File: src/rtl/dwc_capture_stage.sv
// dwc_capture_stage: captures the result words of two lock-stepped cores and
// presents them as a pair to the DWC comparator. A watchdog flags a core that
// never delivers its word. Writes arriving while the pair is not yet consumed
// are dropped and counted as overruns.
//
// The comparator acknowledge is named release_pair because "release" is a
// reserved word in SystemVerilog.
//
// Optional feature: define DWC_CAPTURE_SEQ_EN to add the seq_id output. seq_id
// counts consumed pairs and is mirrored into data_set[31:16].
module dwc_capture_stage #(
    parameter int TIMEOUT_CYCLES = 1000,
    parameter int OVR_CNT_W      = 8
) (
    input  logic                 clk,
    input  logic                 reset,
    input  logic                 wr_a,
    input  logic [31:0]          wdata_a,
    input  logic                 wr_b,
    input  logic [31:0]          wdata_b,
    input  logic                 release_pair,
    input  logic                 clear_status,
    output logic [31:0]          data_a,
    output logic [31:0]          data_b,
    output logic [31:0]          data_set,
    output logic                 timeout_irq,
    output logic [1:0]           fault_core,
    output logic                 overrun,
    output logic [OVR_CNT_W-1:0] overrun_cnt
`ifdef DWC_CAPTURE_SEQ_EN
    ,
    output logic [15:0]          seq_id
`endif
);

    localparam int TW = (TIMEOUT_CYCLES > 2) ? $clog2(TIMEOUT_CYCLES) : 1;
    localparam logic [TW-1:0] TIMER_MAX = TW'(TIMEOUT_CYCLES - 1);
    localparam logic [TW-1:0] TIMER_ONE = TW'(1);

    typedef enum logic [2:0] {
        IDLE    = 3'd0,
        PART_A  = 3'd1,
        PART_B  = 3'd2,
        FULL    = 3'd3,
        TIMEOUT = 3'd4
    } state_t;

    state_t                 state_r;
    logic [TW-1:0]          timer_r;
    logic [1:0]             loaded_r;
    logic [15:0]            seq_id_r;

    logic                   ovr_a_s;
    logic                   ovr_b_s;
    logic [1:0]             ovr_inc_s;
    logic [1:0]             new_fault_s;
    logic [OVR_CNT_W-1:0]   cnt_base_s;
    logic [OVR_CNT_W-1:0]   cnt_next_s;
    logic                   ovr_next_s;
    logic [1:0]             fault_next_s;

    // Saturating add of 0..2 overrun events to the counter.
    function automatic logic [OVR_CNT_W-1:0] sat_add(input logic [OVR_CNT_W-1:0] cnt,
                                                     input logic [1:0] inc);
        logic [OVR_CNT_W:0] sum;
        sum = {1'b0, cnt} + (OVR_CNT_W + 1)'(inc);
        if (sum[OVR_CNT_W]) begin
            return {OVR_CNT_W{1'b1}};
        end else begin
            return sum[OVR_CNT_W-1:0];
        end
    endfunction

    // Classify this cycle's strobes as overruns and detect watchdog expiry.
    always_comb begin
        ovr_a_s     = 1'b0;
        ovr_b_s     = 1'b0;
        new_fault_s = 2'b00;
        case (state_r)
            PART_A: begin
                // An abort drops any write in flight, including the missing core's.
                if (release_pair) begin
                    ovr_a_s = wr_a;
                    ovr_b_s = wr_b;
                end else begin
                    ovr_a_s = wr_a;
                    ovr_b_s = 1'b0;
                    if (!wr_b && (timer_r == TIMER_MAX)) begin
                        new_fault_s = 2'b10;
                    end else begin
                        new_fault_s = 2'b00;
                    end
                end
            end
            PART_B: begin
                if (release_pair) begin
                    ovr_a_s = wr_a;
                    ovr_b_s = wr_b;
                end else begin
                    ovr_a_s = 1'b0;
                    ovr_b_s = wr_b;
                    if (!wr_a && (timer_r == TIMER_MAX)) begin
                        new_fault_s = 2'b01;
                    end else begin
                        new_fault_s = 2'b00;
                    end
                end
            end
            FULL: begin
                ovr_a_s = wr_a;
                ovr_b_s = wr_b;
            end
            default: begin
                // IDLE captures everything; TIMEOUT ignores writes without counting.
                ovr_a_s = 1'b0;
                ovr_b_s = 1'b0;
            end
        endcase
        ovr_inc_s = {1'b0, ovr_a_s} + {1'b0, ovr_b_s};
        // A clear in the same cycle as a new event leaves only the new event.
        if (clear_status) begin
            cnt_base_s   = {OVR_CNT_W{1'b0}};
            ovr_next_s   = (ovr_inc_s != 2'd0);
            fault_next_s = new_fault_s;
        end else begin
            cnt_base_s   = overrun_cnt;
            ovr_next_s   = overrun | (ovr_inc_s != 2'd0);
            fault_next_s = fault_core | new_fault_s;
        end
        cnt_next_s = sat_add(cnt_base_s, ovr_inc_s);
    end

    // Sticky status flags and overrun counter.
    always_ff @(posedge clk) begin
        if (reset) begin
            overrun     <= 1'b0;
            overrun_cnt <= {OVR_CNT_W{1'b0}};
            fault_core  <= 2'b00;
        end else begin
            overrun     <= ovr_next_s;
            overrun_cnt <= cnt_next_s;
            fault_core  <= fault_next_s;
        end
    end

    // Capture FSM: slot loading, watchdog timer, release handling, pair sequence.
    always_ff @(posedge clk) begin
        if (reset) begin
            state_r     <= IDLE;
            timer_r     <= {TW{1'b0}};
            loaded_r    <= 2'b00;
            data_a      <= 32'h0000_0000;
            data_b      <= 32'h0000_0000;
            timeout_irq <= 1'b0;
            seq_id_r    <= 16'h0000;
        end else begin
            timeout_irq <= 1'b0;
            case (state_r)
                IDLE: begin
                    timer_r <= {TW{1'b0}};
                    if (wr_a && wr_b) begin
                        data_a   <= wdata_a;
                        data_b   <= wdata_b;
                        loaded_r <= 2'b11;
                        state_r  <= FULL;
                    end else if (wr_a) begin
                        data_a   <= wdata_a;
                        loaded_r <= 2'b01;
                        state_r  <= PART_A;
                    end else if (wr_b) begin
                        data_b   <= wdata_b;
                        loaded_r <= 2'b10;
                        state_r  <= PART_B;
                    end else begin
                        loaded_r <= 2'b00;
                    end
                end
                PART_A, PART_B: begin
                    if (release_pair) begin
                        loaded_r <= 2'b00;
                        timer_r  <= {TW{1'b0}};
                        state_r  <= IDLE;
                    end else if ((state_r == PART_A) && wr_b) begin
                        data_b   <= wdata_b;
                        loaded_r <= 2'b11;
                        timer_r  <= {TW{1'b0}};
                        state_r  <= FULL;
                    end else if ((state_r == PART_B) && wr_a) begin
                        data_a   <= wdata_a;
                        loaded_r <= 2'b11;
                        timer_r  <= {TW{1'b0}};
                        state_r  <= FULL;
                    end else if (timer_r == TIMER_MAX) begin
                        timeout_irq <= 1'b1;
                        timer_r     <= {TW{1'b0}};
                        state_r     <= TIMEOUT;
                    end else begin
                        timer_r <= timer_r + TIMER_ONE;
                    end
                end
                FULL: begin
                    if (release_pair) begin
                        loaded_r <= 2'b00;
                        seq_id_r <= seq_id_r + 16'd1;
                        state_r  <= IDLE;
                    end else begin
                        loaded_r <= 2'b11;
                    end
                end
                TIMEOUT: begin
                    if (release_pair) begin
                        loaded_r <= 2'b00;
                        state_r  <= IDLE;
                    end else begin
                        state_r  <= TIMEOUT;
                    end
                end
                default: begin
                    loaded_r <= 2'b00;
                    timer_r  <= {TW{1'b0}};
                    state_r  <= IDLE;
                end
            endcase
        end
    end

`ifdef DWC_CAPTURE_SEQ_EN
    assign seq_id   = seq_id_r;
    assign data_set = {seq_id_r, 14'd0, loaded_r};
`else
    assign data_set = {30'd0, loaded_r};
`endif

endmodule

File: config.mk
export PLATFORM = sky130hd
export DESIGN_NAME = dwc_capture_stage
export DESIGN_NICKNAME = d
export VERILOG_FILES = /design/src/rtl/dwc_capture_stage.sv
export SDC_FILE = /design/constraint.sdc
export NUM_CORES = 1
export LEC_CHECK = 0
export BUFFER_PORTS_ARGS = -buffer_cell sky130_fd_sc_hd__buf_2
export CAP_MARGIN = 20
export CORE_MARGIN = 2
export CORE_UTILIZATION = 49
export CTS_BUF_LIST = sky130_fd_sc_hd__clkbuf_8
export CTS_CLUSTER_DIAMETER = 150
export CTS_CLUSTER_SIZE = 25
export DETAILED_ROUTE_END_ITERATION = 10
export HOLD_SLACK_MARGIN = 0.08
export PLACE_DENSITY = 0.83
export SLEW_MARGIN = 40
export SYNTH_ARGS = -nofsm -noshare
export SYNTH_HDL_FRONTEND = slang
export SYNTH_SLANG_ARGS = --single-unit
export TNS_END_PERCENT = 50
File: constraint.sdc
create_clock -name clk -period 3.39 [get_ports clk]
set_clock_uncertainty 0.15 [all_clocks]
set_input_delay 0.678 -clock clk [delete_from_list [all_inputs] [get_ports clk]]
set_output_delay 0.678 -clock clk [all_outputs]
set_load 0.01 [all_outputs]
# ---- Word-level counts from Yosys, hierarchy flattened
# Index checks and enable logic that the tools add are counted.
dict set report totals {
  regBits 91
  inputBits 70
  out_inout_bits 108
}
dict set report op_classes {
  addsub 3
  n_eq_ne 17
  mux 50
  bitwise_logic 3
  n_reduce_logical 19
}
# op count
set ops {}
lappend ops {{32-bit two-way mux} 10}
lappend ops {{32-bit case mux with 2 select lines} 2}
lappend ops {{10-bit two-way mux} 4}
lappend ops {{3-bit two-way mux} 9}
lappend ops {{2-bit two-way mux} 11}
lappend ops {{10-bit case mux with 2 select lines} 1}
lappend ops {{8-bit two-way mux} 2}
lappend ops {{2-bit != test, second input constant} 6}
lappend ops {{3-bit case mux with 4 select lines} 1}
lappend ops {{10-bit by 1-bit adder with 10-bit output, second input constant} 1}
lappend ops {{10-bit == test, second input constant} 1}
lappend ops {{5-bit AND reduction} 2}
lappend ops {{8-bit by 2-bit adder with 9-bit output} 1}
lappend ops {{3-bit != test, second input constant} 3}
lappend ops {{4-bit != test, second input constant} 2}
lappend ops {{2-bit case mux with 4 select lines} 1}
lappend ops {{2-bit OR reduction} 4}
lappend ops {{3-bit by 2-bit == test with 1-bit output, second input constant} 2}
lappend ops {{1-bit two-way mux} 6}
lappend ops {{1-bit logical AND} 5}
lappend ops {{5-bit != test, second input constant} 1}
lappend ops {{5-bit OR reduction} 1}
lappend ops {{1-bit case mux with 2 select lines} 2}
lappend ops {{2-bit case mux with 2 select lines} 1}
lappend ops {{11 further kinds} 13}

# ---- Longest topological paths before layout
# Gate-level depths: netlist of the first run.
dict set report logic_depth {
  ltp_word 7
  ltp_mapped 11
  depth_no_buf 10
}

# ---- Worst setup path after synthesis of the first run
# Ideal clock, no wire load.
dict set report synth_path {
  path_type {in2reg}
  from {input port wr_a}
  to {register overrun_cnt[4]}
  arrival_ps 2919
  required_ps 3175
  setup_slack_ps 256
  stages 10
  path_cell_list {clkbuf_1 or3b_2 ha_1 ha_1 inv_1 fa_1 nor2b_1 nand4_1 a21boi_0 nor2_1}
}
dict set report synth_via {
  elab_chain_cells 5
}
# element line
set synth_rtl {}
lappend synth_rtl {{start, declared} 17} ;# input logic wr_a,
lappend synth_rtl {{1-bit two-way mux} 96} ;# if (release_pair) begin
lappend synth_rtl {{1-bit case mux with 2 select lines *} 79} ;# case (state_r)
lappend synth_rtl {{1-bit by 1-bit adder with 2-bit output *} 119} ;# ovr_inc_s = {1'b0, ovr_a_s} + {1'b0, ovr_b_s};
lappend synth_rtl {{8-bit by 2-bit adder with 9-bit output *} 66} ;# sum = {1'b0, cnt} + (OVR_CNT_W + 1)'(inc);
lappend synth_rtl {{8-bit two-way mux *} 67} ;# if (sum[OVR_CNT_W]) begin
lappend synth_rtl {{end signal, assigned} 137} ;# overrun_cnt <= {OVR_CNT_W{1'b0}};
lappend synth_rtl {{end signal, assigned} 141} ;# overrun_cnt <= cnt_next_s;
lappend synth_rtl {{end, declared} 29} ;# output logic [OVR_CNT_W-1:0] overrun_cnt
# Every way passes the cells marked *; elsewhere a longest branch is shown, timed or not.
# A chain may end at the register's enable or synchronous reset.

# ---- Worst setup path after layout of the first run
dict set report layout_path {
  from {input port release_pair}
  to {register overrun_cnt[7]}
}
dict set report layout_via {
  elab_chain_cells 5
  word_cells_on_any_way 7
  cone_classes {add/sub: 2; mux: 5}
}
# element line
set layout_rtl {}
lappend layout_rtl {{start, declared} 21} ;# input logic release_pair,
lappend layout_rtl {{1-bit two-way mux, on equally long branches} {96, 82}}
lappend layout_rtl {{1-bit case mux with 2 select lines} 79}
lappend layout_rtl {{1-bit by 1-bit adder with 2-bit output *} 119}
lappend layout_rtl {{8-bit by 2-bit adder with 9-bit output *} 66}
lappend layout_rtl {{8-bit two-way mux *} 67}
# Marked as above.

==> results_tabular.tex, run 1 <==
\begin{tabular}{lr}
\hline
Metric & Value \\
\hline
\multicolumn{2}{l}{\textbf{Route}} \\
Routed WL per cell & 12.69 um \\
Vias & 3628 \\
DRC marker count from the first detailed-route iteration & 125 \\
First-pass iteration count of the detailed router & 4 \\
DR vias/cell & 4.977 \\
Antenna viol nets, final & 0 \\
Count of unresolved DRC violations after routing & 0 \\
Aggregate routed wire length & 9254 um \\
\multicolumn{2}{l}{\textbf{Power and ir drop}} \\
Comb pwr share & 21.7\% \\
Proportion of power drawn by flip-flops and latches & 48.9\% \\
Share of total power consumed by net switching & 30.73\% \\
Proportion of power drawn by the clock network & 29.3\% \\
Leak & 0.002228 uW \\
Power per standard cell area & 508.2 nW/um2 \\
Net switching power & 759.9 uW \\
Internal Dissipation & 1713 uW \\
Peak supply drop & 0.3168 mV \\
\multicolumn{2}{l}{\textbf{Critical path}} \\
Worst R2R Start & state\_r[2]\$\_SDFFE\_PP0P\_ \\
Worst endpoint required time & approximately 3.5 ns \\
Kind of start point of the critical path & primary input \\
Slowest cell on the critical path & sky130\_fd\_sc\_hd\_\_or3b\_2 \\
End of the worst register-to-register path & overrun\_cnt[7]\$\_SDFF\_PP0\_ \\
Worst R2R Path Depth & 10 \\
Largest driver fanout on the critical path & 4 \\
Setup slack on the worst flop-to-flop path & 0.53 ns \\
Crit-path max cell delay & 0.49 ns \\
Critical path endpoint category & flop \\
Arrival time of the worst setup path & 3.00 ns \\
Most frequent cell on the critical path & sky130\_fd\_sc\_hd\_\_ha\_1 \\
Type of the setup path with the least slack & in -> reg \\
Critical Path, Cell by Cell & buf\_2 > a21oi\_1 > or3b\_2 > ha\_1 > ha\_1 > inv\_1 > fa\_1 > nor2b\_1 > buf\_4 > a311o\_1 > mux2i\_1 > nor2\_1 \\
\multicolumn{2}{l}{\textbf{Final layout}} \\
Sequential Area & 1822 um2 \\
Fin nets & approximately 700 \\
Most frequent cells in the layout & sky130\_fd\_sc\_hd\_\_buf\_2 (147), sky130\_fd\_sc\_hd\_\_nand2\_1 (133), sky130\_fd\_sc\_hd\_\_dfxtp\_1 (91), sky130\_fd\_sc\_hd\_\_a21oi\_1 (77), sky130\_fd\_sc\_hd\_\_conb\_1 (30) \\
Footprint of the multi-input gates & 1872 um2 \\
Leading cell type in the layout, fill and taps excluded & sky130\_fd\_sc\_hd\_\_buf\_2 \\
Syn-to-layout area delta & 22.64\% \\
Fraction of layout cells with a size suffix above 1 & 29.98\% \\
Filler Cells Inserted & 686 \\
Ant diodes & 0 \\
\multicolumn{2}{l}{\textbf{CTS}} \\
CTS Sinks & 91 \\
Buffers inserted by post-CTS timing repair & 0 \\
Clk root buf & sky130\_fd\_sc\_hd\_\_clkbuf\_8 \\
Maximum level of the CTS H-tree & 3 \\
Clock latency reported for the late side of the worst-skew pair & $\sim$0.35 ns \\
Post-CTS Hold Fix Bufs & 0 \\
Total of cells resized after clock tree synthesis & 0 \\
CTS tree & built \\
Maximum buffer depth of the clock tree & 2 \\
Number of clock buffers inserted by TritonCTS & 9 \\
Clock-pin transition on the worst setup and hold timing paths & $\sim$0.090 ns \\
\multicolumn{2}{l}{\textbf{Global routing}} \\
Overflow left after global routing & 0 \\
Number of global-route vias before repair & 3332 \\
Largest net degree at the start of global routing & 47 \\
Global-route wire length before repair & 14660 um \\
Global-route usage over all layers & 20.68\% \\
Initial antenna violation count & 0 \\
\multicolumn{2}{l}{\textbf{Hold path}} \\
Worst hold path class & reg -> reg \\
Startpoint of the tightest hold check path & data\_a[24]\$\_SDFFE\_PP0P\_ \\
Instance count along the most critical hold path & 2 \\
Worst hold path endpoint & data\_a[24]\$\_SDFFE\_PP0P\_ \\
\multicolumn{2}{l}{\textbf{Die}} \\
Standard cell core area & 7767 um2 \\
Die Wd & $\sim$94 um \\
Top-Level Pins & 178 \\
Starting Density & 51.08\% \\
Cell row count & 32 \\
Die Footprint & 8833 um2 \\
Chip Height & 93.99 um \\
\multicolumn{2}{l}{\textbf{STA}} \\
Unrepaired setup endpoints after global routing & false \\
Headroom to the max-slew limit & between 40\% and 50\% \\
Setup WS post-layout & 0.4834 ns \\
Final hold viol count & 0 \\
Slew Viols, Final & 0 \\
Fraction of the cycle the final worst path needs & approximately 86\% \\
Time the worst path needs with I/O delays and setup & 2.907 ns \\
Final Setup Violations & 0 \\
Slew @ Worst Pin & roughly 0.80 ns \\
Sum of negative setup slack & 0 ns \\
Highest Clock Rate & 344.1 MHz \\
\multicolumn{2}{l}{\textbf{Placement}} \\
Total half-perimeter wirelength after legalization and detailed placement & 6680 um \\
Count of buffers from port buffering & 147 \\
Final estimated routing congestion in global placement & about 0.86 \\
Post-Place Setup Slack & 0.1164 ns \\
\multicolumn{2}{l}{\textbf{Yosys}} \\
Share of synthesized area occupied by flip-flops and latches & 45.92\% \\
Main area contributors after synthesis & sky130\_fd\_sc\_hd\_\_dfxtp\_1 (46\%), sky130\_fd\_sc\_hd\_\_nand2\_1 (13\%), sky130\_fd\_sc\_hd\_\_a21oi\_1 (9.7\%) \\
Post-synth EDFFs & 0 \\
Synth Area per Inst & between 8 and 9 um2 \\
Count of yosys warnings during synthesis & 0 \\
Synth Cell Area & between 3000 and 4000 um2 \\
Primary FF master, synth & sky130\_fd\_sc\_hd\_\_dfxtp\_1 \\
Mapped Cells & 484 \\
Number of synthesized register bits & 91 \\
Portion of synthesized cell area occupied by the leading cell type & 45.92\% \\
Number of unique standard cell types used by synthesis & 56 \\
Largest area contributor in the netlist & sky130\_fd\_sc\_hd\_\_dfxtp\_1 \\
Post-synth ARST share & 0\% \\
\multicolumn{2}{l}{\textbf{Outcome}} \\
Result of the run & completed \\
\multicolumn{2}{l}{\textbf{Run}} \\
Max-capacitance violation count & 0 \\
\hline
\end{tabular}
-- sequential cells by signal, indices dropped and copies added, names as in the netlist --
signal       flops
overrun          1
data_a          32
timeout_irq      1
fault_core       2
data_b          32
timer_r         10
overrun_cnt      8
state_r          3
loaded_r         2
-- routing by layer --
layer  up-vias  routed length, um  GRT usage (%)
li1       1828                  -              -
met1      1635               3785          23.36
met2       145               4564          36.49
met3        20                711          6.100
met4         0                192          7.971
met5         -                  0              0
-- cell type report --
type,instances,share of cell area (%)
repair buffers,156,16.51
multi-input cells,353,38.47
clock inverters,7,1.569
well taps,102,2.623
flip-flops and latches,91,37.44
clock buffers,9,2.546
inverters,11,0.8485
-- cells in the mapped netlist (all sizes together) (2+ instances only) --
cell type,number
a211oi,2
a21boi,2
a21oi,80
a32oi,2
and3b,2
buf,39
clkbuf,19
dfxtp,91
ha,5
inv,11
mux2i,5
nand2,135
nand2b,7
nand3,5
nand3b,6
nand4,3
nor2,8
nor2b,4
nor3,10
nor3b,3
nor4,4
o21ai,3
or2,2
or3,2
or3b,5
or4,2
xnor2,7
xor2,3
-- worst max-delay path, delay by kind of cell --
kind | cells | cell delay [ns]
adder cells (fa/ha/maj) | 3 | 0.74
buffers and inverters | 3 | 0.31
AO/OA/AOI/OAI | 2 | 0.48
multiplexers | 1 | 0.18
AND/OR/NAND/NOR | 3 | 0.62
-- power by group through the flow --
| stage | logic [uW] | clock network [uW] | registers, uW |
|---|---|---|---|
| finish | 538 | 726 | 1210 |
| global route | 601 | 796 | 1220 |
| CTS | 542 | 754 | 1210 |
| detailed placement | 539 | 0 | 1230 |
| global placement | 523 | 0 | 1230 |
| floorplan | 326 | 0 | 1280 |
-- per-stage QoR --
stage,cell area [um2],total power (uW),hold WS [ns],util [%],instances
floorplan,4076,1601,0.2995,-,513
global placement,4663,1751,0.2885,60.04,713
detailed placement,4666,1774,0.2931,60.07,713
CTS,4866,2505,0.3064,62.64,729
global route,4866,2619,0.3261,62.64,729
finish,4866,2473,0.3051,62.64,729
-- logic make-up (layout without fill, tap and decap cells) --
group                    after synthesis  in the layout  share of synthesized area (%)
AO/OA/AOI/OAI                         98             98                          14.29
XOR/XNOR                              10             10                          2.208
AND/OR/NAND/NOR                      204            204                          24.44
flip-flops                            91             91                          45.92
multiplexers                           5              5                          1.261
buffers and inverters                 69            183                          9.713
other                                  1             30                        0.09452
adder cells (fa/ha/maj)                6              6                          2.081
-- worst max path at each step --
stage / slack, ns / start / cells after the start / to
2_1_floorplan: 0.26 / wr_a / 10 / overrun_cnt[4]$_SDFF_PP0_
3_5_place_dp: 0.12 / release_pair / 12 / overrun_cnt[7]$_SDFF_PP0_
3_3_place_gp: 0.27 / release_pair / 11 / overrun_cnt[4]$_SDFF_PP0_
6_report: 0.48 / release_pair / 12 / overrun_cnt[7]$_SDFF_PP0_
5_1_grt: 0.38 / release_pair / 12 / overrun_cnt[7]$_SDFF_PP0_
4_1_cts: 0.50 / release_pair / 12 / overrun_cnt[7]$_SDFF_PP0_
Power figures use the tool's default switching activity.
==> run 2, diff against run 1 <==
CORE_UTILIZATION = 28   (was 49)
PLACE_DENSITY = not set   (was 0.83)
==> run 2 against run 1 <==
Sequential power about the same. Cell count increased by 11%. Total power increased by 7.7%. Worst hold slack got worse by 0.0022 ns. Global-route usage decreased by 7.8 points. Sequential share of layout area decreased by 1.2 points. Via count decreased by 2.5%. Largest cell class unchanged. Highest routed layer unchanged.
==> results_tabular.tex, run 2 (same netlist as run 1, synthesis figures left out) <==
\begin{tabular}{lr}
\hline
Metric & Value \\
\hline
\multicolumn{2}{l}{\textbf{Final layout}} \\
Design Area, Final & 5032 um2 (+3.4\%) \\
Filler Cells Inserted & 1523 (+120\%) \\
Ant diodes & 0 (unchanged) \\
Most frequent cells in the layout & sky130\_fd\_sc\_hd\_\_buf\_2 (147), sky130\_fd\_sc\_hd\_\_nand2\_1 (134), sky130\_fd\_sc\_hd\_\_dfxtp\_1 (91), sky130\_fd\_sc\_hd\_\_a21oi\_1 (77), sky130\_fd\_sc\_hd\_\_conb\_1 (30) \\
Fraction of layout cells with a size suffix above 1 & 30.16\% (+0.17 points) \\
Top Registers & data\_a: 32 flops, data\_b: 32 flops, timer\_r: 10 flops \\
Leading cell type in the layout, fill and taps excluded & sky130\_fd\_sc\_hd\_\_buf\_2 \\
Fin nets & 701 (+0.43\%) \\
Syn-to-layout area delta & 26.84\% \\
\multicolumn{2}{l}{\textbf{Placement}} \\
Post-Place Cell Area & 4783 um2 (+2.5\%) \\
Final estimated routing congestion in global placement & 0.7668 (-11\%) \\
Count of buffers from port buffering & 147 (unchanged) \\
Total half-perimeter wirelength after legalization and detailed placement & 6794 um (+1.7\%) \\
\multicolumn{2}{l}{\textbf{Die}} \\
Die Wd & 123.0 um (+31\%) \\
Starting Density & 28.58\% (-22 points) \\
Cell row count & 43 (+34\%) \\
Standard cell core area & 13880 um2 (+79\%) \\
Top-Level Pins & 178 (unchanged) \\
Chip Height & 123.0 um (+31\%) \\
Die Footprint & 15140 um2 (+71\%) \\
\multicolumn{2}{l}{\textbf{STA}} \\
Highest Clock Rate & 350.0 MHz (+1.7\%) \\
Sum of negative setup slack & 0 ns (unchanged) \\
Slew Viols, Final & 0 (unchanged) \\
Final hold viol count & 0 (unchanged) \\
Slew @ Worst Pin & 0.7482 ns (-0.05046 ns) \\
Min Hold Slack & 0.3030 ns (-0.002161 ns) \\
Time the worst path needs with I/O delays and setup & 2.857 ns (-0.04912 ns) \\
Fraction of the cycle the final worst path needs & 84.29\% (-1.4 points) \\
Headroom to the max-slew limit & 50.01\% (+3.4 points) \\
Final Setup Violations & 0 (unchanged) \\
Unrepaired setup endpoints after global routing & false \\
\multicolumn{2}{l}{\textbf{Power and ir drop}} \\
Leak & 0.002268 uW (+1.8\%) \\
Peak supply drop & 0.3068 mV (-3.2\%) \\
Power per standard cell area & 529.3 nW/um2 (+4.2\%) \\
\multicolumn{2}{l}{\textbf{Route}} \\
First-pass iteration count of the detailed router & 4 (unchanged) \\
Antenna viol nets, final & 0 (unchanged) \\
DR vias/cell & 4.369 (-12\%) \\
DRC marker count from the first detailed-route iteration & 121 (-3.2\%) \\
Count of unresolved DRC violations after routing & 0 (unchanged) \\
Routed WL per cell & 12.07 um (-5.0\%) \\
Aggregate routed wire length & 9773 um (+5.6\%) \\
Vias & 3539 (-2.5\%) \\
\multicolumn{2}{l}{\textbf{CTS}} \\
Clk root buf & sky130\_fd\_sc\_hd\_\_clkbuf\_8 \\
CTS tree & built \\
CTS Sinks & 91 (unchanged) \\
Buffers inserted by post-CTS timing repair & 0 (unchanged) \\
Post-CTS Hold Fix Bufs & 0 (unchanged) \\
Maximum level of the CTS H-tree & 3 (unchanged) \\
Maximum buffer depth of the clock tree & 2 (unchanged) \\
Clock latency reported for the late side of the worst-skew pair & 0.36 ns (about the same) \\
Total of cells resized after clock tree synthesis & 0 (unchanged) \\
Number of clock buffers inserted by TritonCTS & 9 (unchanged) \\
Clock-pin transition on the worst setup and hold timing paths & 0.09 ns (about the same) \\
\multicolumn{2}{l}{\textbf{Run}} \\
Max-capacitance violation count & 0 (unchanged) \\
\multicolumn{2}{l}{\textbf{Outcome}} \\
Result of the run & completed \\
\multicolumn{2}{l}{\textbf{Critical path}} \\
Largest driver fanout on the critical path & 13 (+9) \\
Type of the setup path with the least slack & reg -> reg \\
Kind of start point of the critical path & flop \\
Critical path origin & state\_r[2]\$\_SDFFE\_PP0P\_ \\
Critical path endpoint category & flop \\
Worst endpoint required time & 3.54 ns (+0.06 ns) \\
Worst R2R Start & state\_r[2]\$\_SDFFE\_PP0P\_ \\
Arrival time of the worst setup path & 3.01 ns (about the same) \\
\multicolumn{2}{l}{\textbf{Global routing}} \\
Initial antenna violation count & 0 (unchanged) \\
Overflow left after global routing & 0 (unchanged) \\
Largest net degree at the start of global routing & 47 (unchanged) \\
M3 GR Usage & 4.244\% (-1.9 points) \\
Global-route usage over all layers & 12.89\% (-7.8 points) \\
Met2 Track Usage GR & 20.61\% (-16 points) \\
Number of global-route vias before repair & 3160 (-5.2\%) \\
Global-route wire length before repair & 15400 um (+5.1\%) \\
Met1 Resource Use GR & 16.35\% (-7.0 points) \\
Layer with the highest usage & met2 \\
\multicolumn{2}{l}{\textbf{Hold path}} \\
Startpoint of the tightest hold check path & data\_b[9]\$\_SDFFE\_PP0P\_ \\
Worst hold path class & reg -> reg \\
\hline
\end{tabular}
-- run 2: changes by cell type in the layout (fill, tap and decap cells not counted), sizes merged --
| cell | change |
|---|---|
| buf | +3 |
| bufinv | +2 |
| clkbuf | +1 |
| clkinv | -1 |
| clkinvlp | -1 |
| inv | -1 |
-- run 2: cell type report --
type                            count  area [um2]  area share (%)
Multi-Input combinational cell    353        1869           37.15
Sequential cell                    91        1822           36.20
Timing Repair Buffer              159       825.8           16.41
Tap cell                          180       225.2           4.475
Clock buffer                       10       137.6           2.735
Clock inverter                      6       111.4           2.213
Inverter                           11       41.29          0.8205
-- run 2: path summary, 6_finish.rpt --
kind | to | slack, ns | depth (start not counted)
worst max-delay path | overrun_cnt[4]$_SDFF_PP0_ | 0.53 | 9
worst min-delay path | data_b[9]$_SDFFE_PP0P_ | 0.30 | 2
worst max register to register | overrun_cnt[4]$_SDFF_PP0_ | 0.53 | 9
worst min register to register | data_b[9]$_SDFFE_PP0P_ | 0.30 | 2
-- run 2: stage by stage --
step                      instances  utilization (%)  worst slack (ns)  power, uW
after global placement          794            34.46            0.2185       1787
after detailed placement        794            34.46            0.1751       1791
after global routing            810            36.25            0.3059       2831
after floorplan                 513                -            0.2564       1601
final                           810            36.25            0.5326       2664
after CTS                       810            36.25            0.5484       2713
-- run 2: routing by layer --
metal	share of wire, %	up-vias
li1	-	1831
met1	45	1585
met2	47	114
met3	6.7	9
met4	1.3	0
met5	0	-
-- run 2: power breakdown --
part           switching [uW]  internal, uW  total (uW)
Combinational             340           211         551
Clock                     395           511         906
Sequential               43.8          1160        1210
-- run 2: critical path, stage by stage, from the launching register on --
cell	delay [ns]
sky130_fd_sc_hd__dfxtp_1	0.44
sky130_fd_sc_hd__or3b_2	0.52
sky130_fd_sc_hd__ha_1	0.30
sky130_fd_sc_hd__ha_1	0.16
sky130_fd_sc_hd__inv_1	0.05
sky130_fd_sc_hd__fa_1	0.41
sky130_fd_sc_hd__nor2b_1	0.17
sky130_fd_sc_hd__nand4_1	0.28
sky130_fd_sc_hd__a21boi_0	0.22
sky130_fd_sc_hd__nor2_1	0.10
